--- src/rtl/fu_pkg.sv ---
// Shared definitions for the sequential add/subtract functional unit:
// controller state encoding, slice width and operation encoding.
package fu_pkg;

    // Controller states
    typedef enum logic [1:0] {
        IDLE = 2'b00,
        RUN  = 2'b01,
        DONE = 2'b10
    } fu_state_t;

    // Width of the time-shared adder slice
    localparam int unsigned NIB_W = 4;

    // Operation select carried on the sub input
    localparam logic OP_ADD = 1'b0;
    localparam logic OP_SUB = 1'b1;

endpackage

--- src/rtl/fu_seqadd_ctrl_if.sv ---
// Request/response bundle of the sequential add/subtract unit.
// master drives the request side, slave is the functional unit.
interface fu_seqadd_ctrl_if #(
    parameter int unsigned WIDTH = 32
);
    logic             start;
    logic             sub;
    logic [WIDTH-1:0] opa;
    logic [WIDTH-1:0] opb;
    logic             busy;
    logic             done;
    logic [WIDTH-1:0] result;
    logic             carry_out;
    logic             overflow;
    logic             zero;

    modport master (
        output start, sub, opa, opb,
        input  busy, done, result, carry_out, overflow, zero
    );

    modport slave (
        input  start, sub, opa, opb,
        output busy, done, result, carry_out, overflow, zero
    );
endinterface

--- src/rtl/fu_seq_slice4.sv ---
// Purely combinational 4-bit carry-lookahead adder slice.
// ovf is the carry into the top bit XOR the carry out, so it gives the
// signed overflow when this slice handles the most significant nibble.
module fu_seq_slice4
    import fu_pkg::*;
(
    input  logic [NIB_W-1:0] a,
    input  logic [NIB_W-1:0] b,
    input  logic             cin,
    output logic [NIB_W-1:0] s,
    output logic             cout,
    output logic             ovf
);

    logic [NIB_W-1:0] g;
    logic [NIB_W-1:0] p;
    logic [NIB_W:0]   c;

    // Generate/propagate terms and fully expanded lookahead carries
    always_comb begin
        g    = a & b;
        p    = a ^ b;
        c    = '0;
        c[0] = cin;
        c[1] = g[0] | (p[0] & cin);
        c[2] = g[1] | (p[1] & g[0]) | (p[1] & p[0] & cin);
        c[3] = g[2] | (p[2] & g[1]) | (p[2] & p[1] & g[0])
             | (p[2] & p[1] & p[0] & cin);
        c[4] = g[3] | (p[3] & g[2]) | (p[3] & p[2] & g[1])
             | (p[3] & p[2] & p[1] & g[0])
             | (p[3] & p[2] & p[1] & p[0] & cin);
        s    = p ^ c[NIB_W-1:0];
        cout = c[NIB_W];
        ovf  = c[NIB_W-1] ^ c[NIB_W];
    end

endmodule

--- src/rtl/fu_seqadd_ctrl.sv ---
// Multi-cycle WIDTH-bit add/subtract unit. One 4-bit lookahead slice is
// reused across the operand, least significant nibble first, with a carry
// register linking consecutive nibbles. Subtraction is a + ~b + 1, the +1
// entering as the initial carry. WIDTH must be a multiple of 4 and >= 8.
module fu_seqadd_ctrl
    import fu_pkg::*;
#(
    parameter int unsigned WIDTH = 32
) (
    input  logic              clk,
    input  logic              rst,
    fu_seqadd_ctrl_if.slave   bus
);

    localparam int unsigned NIB   = WIDTH / NIB_W;
    localparam int unsigned CNT_W = $clog2(NIB);
    localparam logic [CNT_W-1:0] CNT_LAST = CNT_W'(NIB - 1);

    fu_state_t state_q;
    fu_state_t state_d;

    logic [NIB-1:0][NIB_W-1:0] a_q;
    logic [NIB-1:0][NIB_W-1:0] b_q;
    logic [NIB-1:0][NIB_W-1:0] res_q;
    logic [NIB-1:0][NIB_W-1:0] res_nx;
    logic [CNT_W-1:0]          cnt_q;
    logic                      carry_q;
    logic                      cout_q;
    logic                      ovf_q;
    logic                      zero_q;

    logic [NIB_W-1:0] slice_s;
    logic             slice_cout;
    logic             slice_ovf;

    logic accept;
    logic last;

    assign accept = (state_q != RUN) && bus.start;
    assign last   = (state_q == RUN) && (cnt_q == CNT_LAST);

    fu_seq_slice4 u_slice (
        .a    (a_q[cnt_q]),
        .b    (b_q[cnt_q]),
        .cin  (carry_q),
        .s    (slice_s),
        .cout (slice_cout),
        .ovf  (slice_ovf)
    );

    // State register
    always_ff @(posedge clk) begin
        if (rst) begin
            state_q <= IDLE;
        end else begin
            state_q <= state_d;
        end
    end

    // Next-state logic; DONE accepts a new start directly for back-to-back ops
    always_comb begin
        state_d = state_q;
        unique case (state_q)
            IDLE:    if (bus.start) state_d = RUN;
            RUN:     if (last)      state_d = DONE;
            DONE:    state_d = bus.start ? RUN : IDLE;
            default: state_d = IDLE;
        endcase
    end

    // Result with the current slice sum merged into the active nibble
    always_comb begin
        res_nx        = res_q;
        res_nx[cnt_q] = slice_s;
    end

    // Operand capture, per-nibble accumulation and completion flags
    always_ff @(posedge clk) begin
        if (rst) begin
            a_q     <= '0;
            b_q     <= '0;
            res_q   <= '0;
            cnt_q   <= '0;
            carry_q <= 1'b0;
            cout_q  <= 1'b0;
            ovf_q   <= 1'b0;
            zero_q  <= 1'b0;
        end else if (accept) begin
            a_q     <= bus.opa;
            b_q     <= (bus.sub == OP_SUB) ? ~bus.opb : bus.opb;
            carry_q <= bus.sub;
            cnt_q   <= '0;
            res_q   <= '0;
        end else if (state_q == RUN) begin
            res_q   <= res_nx;
            carry_q <= slice_cout;
            cnt_q   <= cnt_q + 1'b1;
            if (last) begin
                cout_q <= slice_cout;
                ovf_q  <= slice_ovf;
                zero_q <= (res_nx == '0);
            end
        end
    end

    assign bus.busy      = (state_q == RUN);
    assign bus.done      = (state_q == DONE);
    assign bus.result    = res_q;
    assign bus.carry_out = cout_q;
    assign bus.overflow  = ovf_q;
    assign bus.zero      = zero_q;

endmodule
--- src/flat_wrapper.sv ---
// flat-port wrapper written by rule: the top's interface ports become plain ports
module fu_seqadd_ctrl_flat import fu_pkg::*;
#(
    parameter int unsigned WIDTH = 32
)
  (clk, rst, bus_start, bus_sub, bus_opa, bus_opb, bus_busy, bus_done, bus_result, bus_carry_out, bus_overflow, bus_zero);
  fu_seqadd_ctrl_if #(.WIDTH(WIDTH)) bus_i ();
  input  logic clk;
  input  logic rst;
  input wire logic [$bits(bus_i.start)-1:0] bus_start;
  input wire logic [$bits(bus_i.sub)-1:0] bus_sub;
  input wire logic [$bits(bus_i.opa)-1:0] bus_opa;
  input wire logic [$bits(bus_i.opb)-1:0] bus_opb;
  output wire logic [$bits(bus_i.busy)-1:0] bus_busy;
  output wire logic [$bits(bus_i.done)-1:0] bus_done;
  output wire logic [$bits(bus_i.result)-1:0] bus_result;
  output wire logic [$bits(bus_i.carry_out)-1:0] bus_carry_out;
  output wire logic [$bits(bus_i.overflow)-1:0] bus_overflow;
  output wire logic [$bits(bus_i.zero)-1:0] bus_zero;
  assign bus_i.start = bus_start;
  assign bus_i.sub = bus_sub;
  assign bus_i.opa = bus_opa;
  assign bus_i.opb = bus_opb;
  assign bus_busy = bus_i.busy;
  assign bus_done = bus_i.done;
  assign bus_result = bus_i.result;
  assign bus_carry_out = bus_i.carry_out;
  assign bus_overflow = bus_i.overflow;
  assign bus_zero = bus_i.zero;
  fu_seqadd_ctrl #(.WIDTH(WIDTH)) u_core (.clk(clk), .rst(rst), .bus(bus_i));
endmodule
--- config.mk ---
export PLATFORM = sky130hd
export DESIGN_NAME = fu_seqadd_ctrl_flat
export DESIGN_NICKNAME = d
export VERILOG_FILES = /design/src/rtl/fu_pkg.sv /design/src/rtl/fu_seqadd_ctrl_if.sv /design/src/rtl/fu_seq_slice4.sv /design/src/rtl/fu_seqadd_ctrl.sv /design/src/flat_wrapper.sv
export SDC_FILE = /design/constraint.sdc
export NUM_CORES = 1
export LEC_CHECK = 0
export CORE_MARGIN = 3
export CORE_UTILIZATION = 25
export DETAILED_ROUTE_END_ITERATION = 10
export SYNTH_ARGS = -nofsm -noshare
export SYNTH_HDL_FRONTEND = slang
export SYNTH_SLANG_ARGS = --single-unit
--- constraint.sdc ---
create_clock -name clk -period 4.7 [get_ports clk]
set_input_delay 0.94 -clock clk [delete_from_list [all_inputs] [get_ports clk]]
set_output_delay 0.94 -clock clk [all_outputs]
set_load 0.01 [all_outputs]
-- Word-level counts from Yosys, hierarchy flattened
Cells that the tools add are included.
- register bits: 105
- input port bits: 68
- output and inout bits: 37
- logic and storage cells: 94
- $add $sub $neg: 1
- order comparisons: 2
- equal/unequal tests: 6
- multiplexer cells: 14
- bitwise operators: 32
- reduce and logical (&&, ||, !) cells: 9
- operators with widths (kind ; number):
    $bwmux 32 ; 1
    $logic_not 32->1 ; 1
    $mux 32 ; 1
    $not 32->32 ; 1
    $bmux 4 s3 ; 2
    $and 1x1->1 ; 16
    $demux 4 s3 ; 1
    $mux 4 ; 3
    $or 1x1->1 ; 10
    $xor 4x4->4 ; 2
    $pmux 2 s3 ; 1
    $and 4x4->4 ; 1
    $lt 3x4->1 const B ; 1
    $mux 2 ; 2
    $ne 2x1->1 const B ; 2
    $add 3x1->3 const B ; 1
    $eq 3x3->1 const B ; 1
    $ge 3x1->1 const B ; 1
    $logic_and 1x1->1 ; 3
    $mux 1 ; 3
    $reduce_and 3->1 ; 1
    $eq 2x1->1 const B ; 1
    $eq 2x2->1 const B ; 1
    $logic_not 2->1 ; 1
    other kinds (6) ; 6

-- Depth between registers and ports, before layout
- word-level depth: 10
- mapped depth: 16
- mapped depth without buffers: 13

-- Hierarchy
Synthesis repeated with hierarchy kept, for this count alone.
- cells, all modules: 635
- area total of the unflattened synthesis: 5247.5 sq um
- by module, submodules not included (module ; instances ; cells an instance ; area an instance (sq um) ; sequential area each (sq um)):
    fu_seqadd_ctrl ; 1 ; 615 ; 5066.1 ; 2102.0
    fu_seq_slice4 ; 1 ; 20 ; 181.4 ; 0.0

-- Worst setup path before layout
Ideal clock, no wire load.
- path kind: register to register
- from: register u_core.cnt_q[2]
- to: register u_core.zero_q (netlist: u_core.bus.zero)
- setup time: 0.069 ns
- arrival time: 3.334 ns
- data required time: 4.631 ns
- setup slack: 1.297 ns
- stages on the path, launching flop included: 16
- buffers on the path: 4
- period minus slack after synthesis: 3.403 ns
- cell sequence: dfxtp_1 > buf_4 > buf_2 > buf_1 > nand2_1 > nor2_1 > a21oi_1 > o221a_2 > fa_1 > buf_2 > nand2_1 > mux2_2 > o32ai_1 > nand3_1 > or4_1 > o21ai_1
- cells in the longest elaborated chain, start to end: 10
- elaborated cells between the ends (all ways): 32
- classes of those cells: order compare (2); eq/ne (1); mux (7); bitwise (18); reduce/logical (4)
- ends and longest elaborated chain (element ; RTL line ; text):
    start: declaration ; fu_seqadd_ctrl.sv:26 ; logic [CNT_W-1:0] cnt_q;
    start signal: assignment ; fu_seqadd_ctrl.sv:97 ; cnt_q <= cnt_q + 1'b1;
    $bmux 4 s3, on equally long branches ; fu_seqadd_ctrl.sv:43, fu_seqadd_ctrl.sv:44 ;
    $mux 4, on equally long branches ; fu_seqadd_ctrl.sv:43, fu_seqadd_ctrl.sv:44 ;
    $xor 4x4->4 or $and 4x4->4 (tied branches) ; fu_seq_slice4.sv:22, fu_seq_slice4.sv:21 ;
    $and 1x1->1, on equally long branches ; fu_seq_slice4.sv:27, fu_seq_slice4.sv:28 ;
    $or 1x1->1 (tied with other cells) ; fu_seq_slice4.sv:27 ; c[3] = g[2] | (p[2] & g[1]) | (p[2] & p[1] & g[0])
    $or 1x1->1 or $and 1x1->1 (tied branches) ; fu_seq_slice4.sv:27, fu_seq_slice4.sv:28 ;
    $or 1x1->1 ; fu_seq_slice4.sv:28 ; | (p[2] & p[1] & p[0] & cin);
    $xor 4x4->4 ; fu_seq_slice4.sv:32 ; s = p ^ c[NIB_W-1:0];
    $bwmux 32 ; fu_seqadd_ctrl.sv:74 ; res_nx[cnt_q] = slice_s;
    $logic_not 32->1 ; fu_seqadd_ctrl.sv:101 ; zero_q <= (res_nx == '0);
    end signal: assignment ; fu_seqadd_ctrl.sv:101 ;
    end: declaration ; fu_seqadd_ctrl.sv:30 ; logic zero_q;
Parallel ways exist; a longest one is shown, timed or not. The select of a mux whose other input is x is not followed.
A chain may end at the register's enable or synchronous reset.

-- Worst setup path in the final report
Same ends and word-level chain as after synthesis.

==> qor.csv <==
metric;value;unit
Antenna Nets Post-Route;0;
Post-synth top cells;105 x dfxtp_1, 99 x nand2_1, 73 x nor2_1, 65 x a21oi_1, 39 x a211oi_1;
IO Pins;105;
DRT Wirelength;14.4;mm
Mean Syn Cell Area;8.31;um^2
Clock Sinks;105;
initial core utilization;25.8;%
clk_skew;7.83;ps
Hold Path Cell Cnt;2;
fraction of layout cells with a size suffix above 1;7.08;%
first-pass GRT wire length;23.4;mm
Slew Viols, Final;0;
largest net degree at the start of global routing;65;
die area;22100;um^2
Synth Area in Simple Gates;17.9;%
post-place setup slack;1110;ps
Final #Nets;763;
setup violators final;0;
area leader, netlist;dfxtp_1;
final hold violations;0;
Lkg Pwr;0.00229;uW
sequential-to-total area share from yosys stat;41.3;%
maximum clock frequency;276;MHz
crit path kind;reg -> reg;
Synth Net Count;689;
die width;149;um
CTS tree;built;
# rows;51;
# fillers;2082;
post-synthesis xor/xnor area fraction;6.34;%
core box area;19700;um^2
worst reg2reg startpoint;u_core.cnt_q[2];
FF/Latch Area;2100;um^2
fin crit period;3620;ps
Die Ht;149;um
Hold WC Path Type;reg -> reg;
Post-Syn Instances;613;
Worst Path Max Fanout;26;
Setup crit start;u_core.cnt_q[2];
pwr dens;314;nW/um^2
final worst slack;1080;ps
Clk pin slew, worst setup/hold paths;70;ps
DRC violations left;0;
RSZ-0062 raised after global routing;false;
cts hold-fix bufs;0;
most common flop cell mapped by yosys;dfxtp_1;
largest family of logic cells by synthesized area;compound AO/OA/AOI/OAI gates;
Worst Min Path Start;u_core.a_q[24];
CP Launch Type;flip-flop;
Post-synth EDFFs;0;
Slew HR;37.6;%
Iter 0 DRT Violations;317;
Syn Std Cell Area;5090;um^2
Post-CTS Resized;0;
multi-input logic area;2720;um^2
Bufs on Longest Clock Path;2;
worst r2r path cells;13;
worst ir drop on vdd;0.000152;V
setup TNS;0;ps
hpwl dp;10.7;mm
top cells by area, synth;dfxtp_1 41%, nand2_1 7.3%, a21oi_1 6.4%;
GRT overflow;0;
Routed WL per cell;15.1;um
initial antenna violation count;0;
status;finished, final reports clean;
Critical Path RT;5000;ps
Inserted Diodes;0;
Via density;4.61;
post-synthesis compound-gate area fraction;19.1;%
ys async rst share;0;%
via count;4409;
Worst-Margin Slew;936;ps
area delta synth->final;30.0;%
Distinct cells, synth;52;
Setup crit end kind;flip-flop;
max_cap viols;0;
Seq cells post-synth;105;
number of global-route vias before repair;4303;
Root Buffer;clkbuf_16;
Worst-Skew Late Latency;360;ps
most common cell in the netlist;dfxtp_1;
Arr. time, crit path;3920;ps
H-tree levels;3;
postcts setup bufs;0;
total track usage;13.3;%
multiplexer share of the synthesized area;8.08;%
Syn. warnings;0;
TritonCTS Buffers;9;
Port Buf Inserts;104;
synthesized-area fraction occupied by adder cells;2.11;%
Yosys top cell area share;41.3;%
Tcrit/Tclk final;77.0;%
number of detailed-route iterations in the first pass;4;
Placer Congestion;0.832;
## critical path, cell delays in order, from the launching register on
cell	delay, ps
dfxtp_2	490
buf_4	250
inv_1	190
a21oi_1	100
a21oi_1	140
nand2_1	60
o221a_2	150
fa_1	820
nand2_1	160
mux2_2	290
o32ai_1	150
nand3_1	100
or4_1	490
o21ai_1	130
## metrics by stage
stage	area [um^2]	instances	hold WS, ps	utilization (%)	total power [uW]
4_1_cts	6620	957	456	33.6	2100
6_report	6620	957	453	33.6	2080
3_3_place_gp	6320	941	441	32.0	1330
2_1_floorplan	5090	613	433	-	1200
5_1_grt	6620	957	471	33.6	2180
3_5_place_dp	6320	941	447	32.0	1330
## per-layer routing
| layer | global-route usage, % | part of all wire, % | vias up |
|---|---|---|---|
| met5 | 0 | 0 | - |
| met4 | 3.39 | 1.5 | 0 |
| met3 | 3.74 | 6.5 | 19 |
| met2 | 20.6 | 45 | 136 |
| met1 | 18.5 | 47 | 1982 |
| li1 | - | - | 2272 |
## power by group
group	switching, uW	total [uW]	internal [uW]
clock network	343	772	429
logic	184	341	157
registers	29.6	965	936
## kinds of logic (layout without fill, tap and decap cells)
group / after synthesis / count (layout)
and+or+nand+nor: 216 / 216
AOI/OAI and AO/OA: 152 / 152
DFF: 105 / 105
buffers and inverters: 62 / 141
xor gates and xnor gates: 36 / 36
muxes: 34 / 34
adders and majority gates: 8 / 8
## final cells by class
| class | count | share of cell area, % |
|---|---|---|
| sequential | 105 | 31.8 |
| tap | 265 | 5.01 |
| multi-input combinational | 446 | 41.1 |
| clock inverter | 6 | 1.00 |
| timing repair buffer | 117 | 17.0 |
| inverter | 8 | 0.453 |
| clock buffer | 10 | 3.61 |
## flip-flops by register name (all words and copies together), names as in the netlist
name and count:
u_core.bus.zero 1, u_core.b_q 32, u_core.state_q 2, u_core.cnt_q 3
u_core.bus.result 32, u_core.a_q 32, u_core.bus.overflow 1, u_core.bus.carry_out 1
u_core.carry_q 1
## placed cells by master (no fill, tap or decap), types with 2 or more instances in the layout
| cell type | n |
|---|---|
| clkinv_4 | 2 |
| ha_1 | 7 |
| a211oi_1 | 39 |
| a31oi_1 | 2 |
| o21a_1 | 2 |
| o32ai_1 | 3 |
| o31a_1 | 3 |
| nand3_1 | 12 |
| inv_1 | 8 |
| a311oi_1 | 2 |
| mux2_2 | 6 |
| and3_1 | 5 |
| o22ai_1 | 6 |
| o21ai_0 | 11 |
| nor2_1 | 73 |
| or4_1 | 2 |
| nand2_1 | 99 |
| buf_2 | 2 |
| nor2b_1 | 3 |
| a21oi_1 | 65 |
| a22oi_1 | 4 |
| mux4_2 | 5 |
| dfxtp_1 | 104 |
| clkinv_2 | 2 |
| o31ai_1 | 4 |
| nand2b_1 | 5 |
| clkdlybuf4s50_1 | 102 |
| nand3b_1 | 2 |
| nor3b_1 | 2 |
| clkbuf_16 | 9 |
| mux2i_1 | 22 |
| a21o_1 | 2 |
| xnor2_1 | 34 |
| buf_4 | 13 |
| nor3_1 | 7 |
## worst paths after layout
check                                       end  slack [ps]
worst max register to register  u_core.bus.zero        1080
worst max-delay path            u_core.bus.zero        1080
worst min-delay path             u_core.a_q[24]         450
worst min register to register   u_core.a_q[24]         450
Note: power is estimated with default switching activity, not from simulation.
==> edit, RTL diff (same flow settings) <==
`WIDTH` is set to 32 in 3 places; all go to 128.
--- a/src/rtl/fu_seqadd_ctrl_if.sv
+++ b/src/rtl/fu_seqadd_ctrl_if.sv
@@ -3,3 +3,3 @@
 interface fu_seqadd_ctrl_if #(
-    parameter int unsigned WIDTH = 32
+    parameter int unsigned WIDTH = 128
 );
--- a/src/rtl/fu_seqadd_ctrl.sv
+++ b/src/rtl/fu_seqadd_ctrl.sv
@@ -7,3 +7,3 @@
 #(
-    parameter int unsigned WIDTH = 32
+    parameter int unsigned WIDTH = 128
 ) (
--- a/src/flat_wrapper.sv
+++ b/src/flat_wrapper.sv
@@ -3,3 +3,3 @@
 #(
-    parameter int unsigned WIDTH = 32
+    parameter int unsigned WIDTH = 128
 )
Ports: changed (resized bus_opa, bus_opb and bus_result); port bits go from 105 to 393. No check against the original RTL was run, so the function may have changed too.
==> edit against the original RTL <==
  * Wire length rose to 4.8 times the old value
  * Setup slack got worse by 0.52 ns
  * Combinational power rose to 3.7 times the old value
  * Sequential cell count is 290 higher
  * Power rose to 4.0 times the old value
  * Largest cell class unchanged
  * Synthesized cell count grew to 3.5 times the old value
  * Sequential power grew to 3.8 times the old value
  * Largest power group unchanged
  * Count of clock-buffer cells in the layout rose by 51
  * Design area increased to 3.7 times the old value
  * Synthesized area grew to 3.6 times the old value
  * Worst hold slack got worse by 0.00073 ns
  * Critical path depth down 1
  * Clock skew increased by 0.022 ns
  * Clock power grew to 4.6 times the old value
==> edit: results <==
group,metric,value,unit
placement,io_buffers,392,
route,drt-total-wl,69370,µm
setup_path,critPathMaxFanout,28,
timing,fin_skew,0.02977,ns
grt,grt_pass1_wl,103500,µm
grt,grtUsageTotal,17.41,%
cells_and_area,drive_above_1_share,8.499,%
logic_synthesis,syn_avg_cell_area,8.585,µm²
clocking,clkTransAtPathRegs,0.07,ns
cells_and_area,fin_nets,2698,
logic_synthesis,synth_seq_area_share,43.10,%
power_and_ir_drop,p_switching,2299,µW
setup_path,critPathArrivalTime,4.63,ns
placement,place.gp.congestion,0.8882,
cells_and_area,fill_cells,7550,
route,dr.pass1.iters,7,
timing,tightest_slew,0.9295,ns
logic_synthesis,synth_compound_area_share,19.36,%
logic_synthesis,ys_top_cells_by_count,"395 x dfxtp_1, 383 x nand2_1, 233 x nor2_1",
power_and_ir_drop,p_leak,0.008156,µW
placement,dpl.hpwl,49990,µm
setup_path,critPathLaunch,"u_core.cnt_q[1]",
clocking,numCtsBuffers,46,
logic_synthesis,synthAdderAreaFrac,0.7912,%
logic_synthesis,synth_xor_area_share,6.493,%
clocking,clkLatencyLatePin,0.60,ns
power_and_ir_drop,ir_drop,220.9,µV
clocking,htreeDepth,2,
run_status,status,"complete, no violations",
clocking,clk_path_buf_depth,3,
route,drtIter0Drc,1515,
hold_path,holdPathEnd,"u_core.a_q[44]",
logic_synthesis,synth_area_leaders,"dfxtp_1 43%, mux4_2 9.0%, nand2_1 7.8%",
placement,dp_cells,3329,
timing,whs,0.4521,ns
route,vias,16770,
setup_path,r2r_setup_slack,0.56,ns
==> edit: cell types whose count changed after synthesis, moves of 14 or more <==
cell / unedited run / this run
o21ai_0: 11 / 115
nor2_1: 73 / 233
a211oi_1: 39 / 165
clkbuf_1: 27 / 163
mux4_2: 5 / 73
o22ai_1: 6 / 20
xnor2_1: 34 / 132
a21oi_1: 65 / 230
dfxtp_1: 105 / 395
nand2_1: 99 / 383
==> edit: per-stage QoR <==
step	total power, µW	area [µm²]	setup WS [ns]	utilization, %
after global placement	4946	23200	0.6163	32.18
after global routing	8735	24660	0.2715	34.20
final	8397	24660	0.5563	34.20
after CTS	8494	24660	0.4884	34.20
after detailed placement	4955	23200	0.5320	32.18
after floorplan	4386	18350	0.5592	-
==> edit: how the worst max path moves through the flow <==
stage / to / slack (ns) / cells past startpoint
after global routing: u_core.bus.zero / 0.27 / 12
final: u_core.bus.zero / 0.56 / 12
after CTS: u_core.bus.zero / 0.49 / 12
after detailed placement: u_core.bus.zero / 0.53 / 12
after global placement: u_core.bus.zero / 0.62 / 13
after floorplan: u_core.bus.zero / 0.56 / 13
==> edit: critical path, cell delays in order (launching register included) <==
cell and delay, ns:
dfxtp_4 0.65, buf_4 0.31, mux4_2 0.32, mux4_2 0.47
nand2_1 0.10, and2_1 0.22, fa_1 0.34, buf_4 0.37
o2111ai_1 0.15, or4_1 0.53, nor4_1 0.27, nand4_1 0.13
o32ai_1 0.12
==> edit: cells by family after synthesis <==
group,after synthesis
AOI/OAI and AO/OA,584
buffers and inverters,209
DFF,395
and+or+nand+nor,708
adders and majority gates,11
xor gates and xnor gates,136
muxes,94
==> edit: area by class of cell <==
cell class              count  area share [%]
multi-input cells        1533           39.15
flip-flops and latches    395           32.11
clock inverters            19          0.8119
well taps                 950           4.821
repair buffers            439           17.83
clock buffers              61           5.100
inverters                  12          0.1827
==> edit: layer usage <==
metal / vias to the layer above / share of wire (%) / GRT usage [%]
met5: - / 0.039 / 0
met4: 4 / 2.1 / 4.122
met3: 95 / 7.8 / 4.198
met2: 636 / 46 / 27.64
met1: 7931 / 44 / 23.85
li1: 8107 / - / -
==> edit: power groups by stage <==
stage / Combinational (µW) / Clock (µW) / Sequential [µW]
2_1_floorplan: 735 / 0 / 3650
3_3_place_gp: 1250 / 0 / 3690
3_5_place_dp: 1260 / 0 / 3690
4_1_cts: 1270 / 3610 / 3620
5_1_grt: 1360 / 3740 / 3640
6_report: 1250 / 3520 / 3620
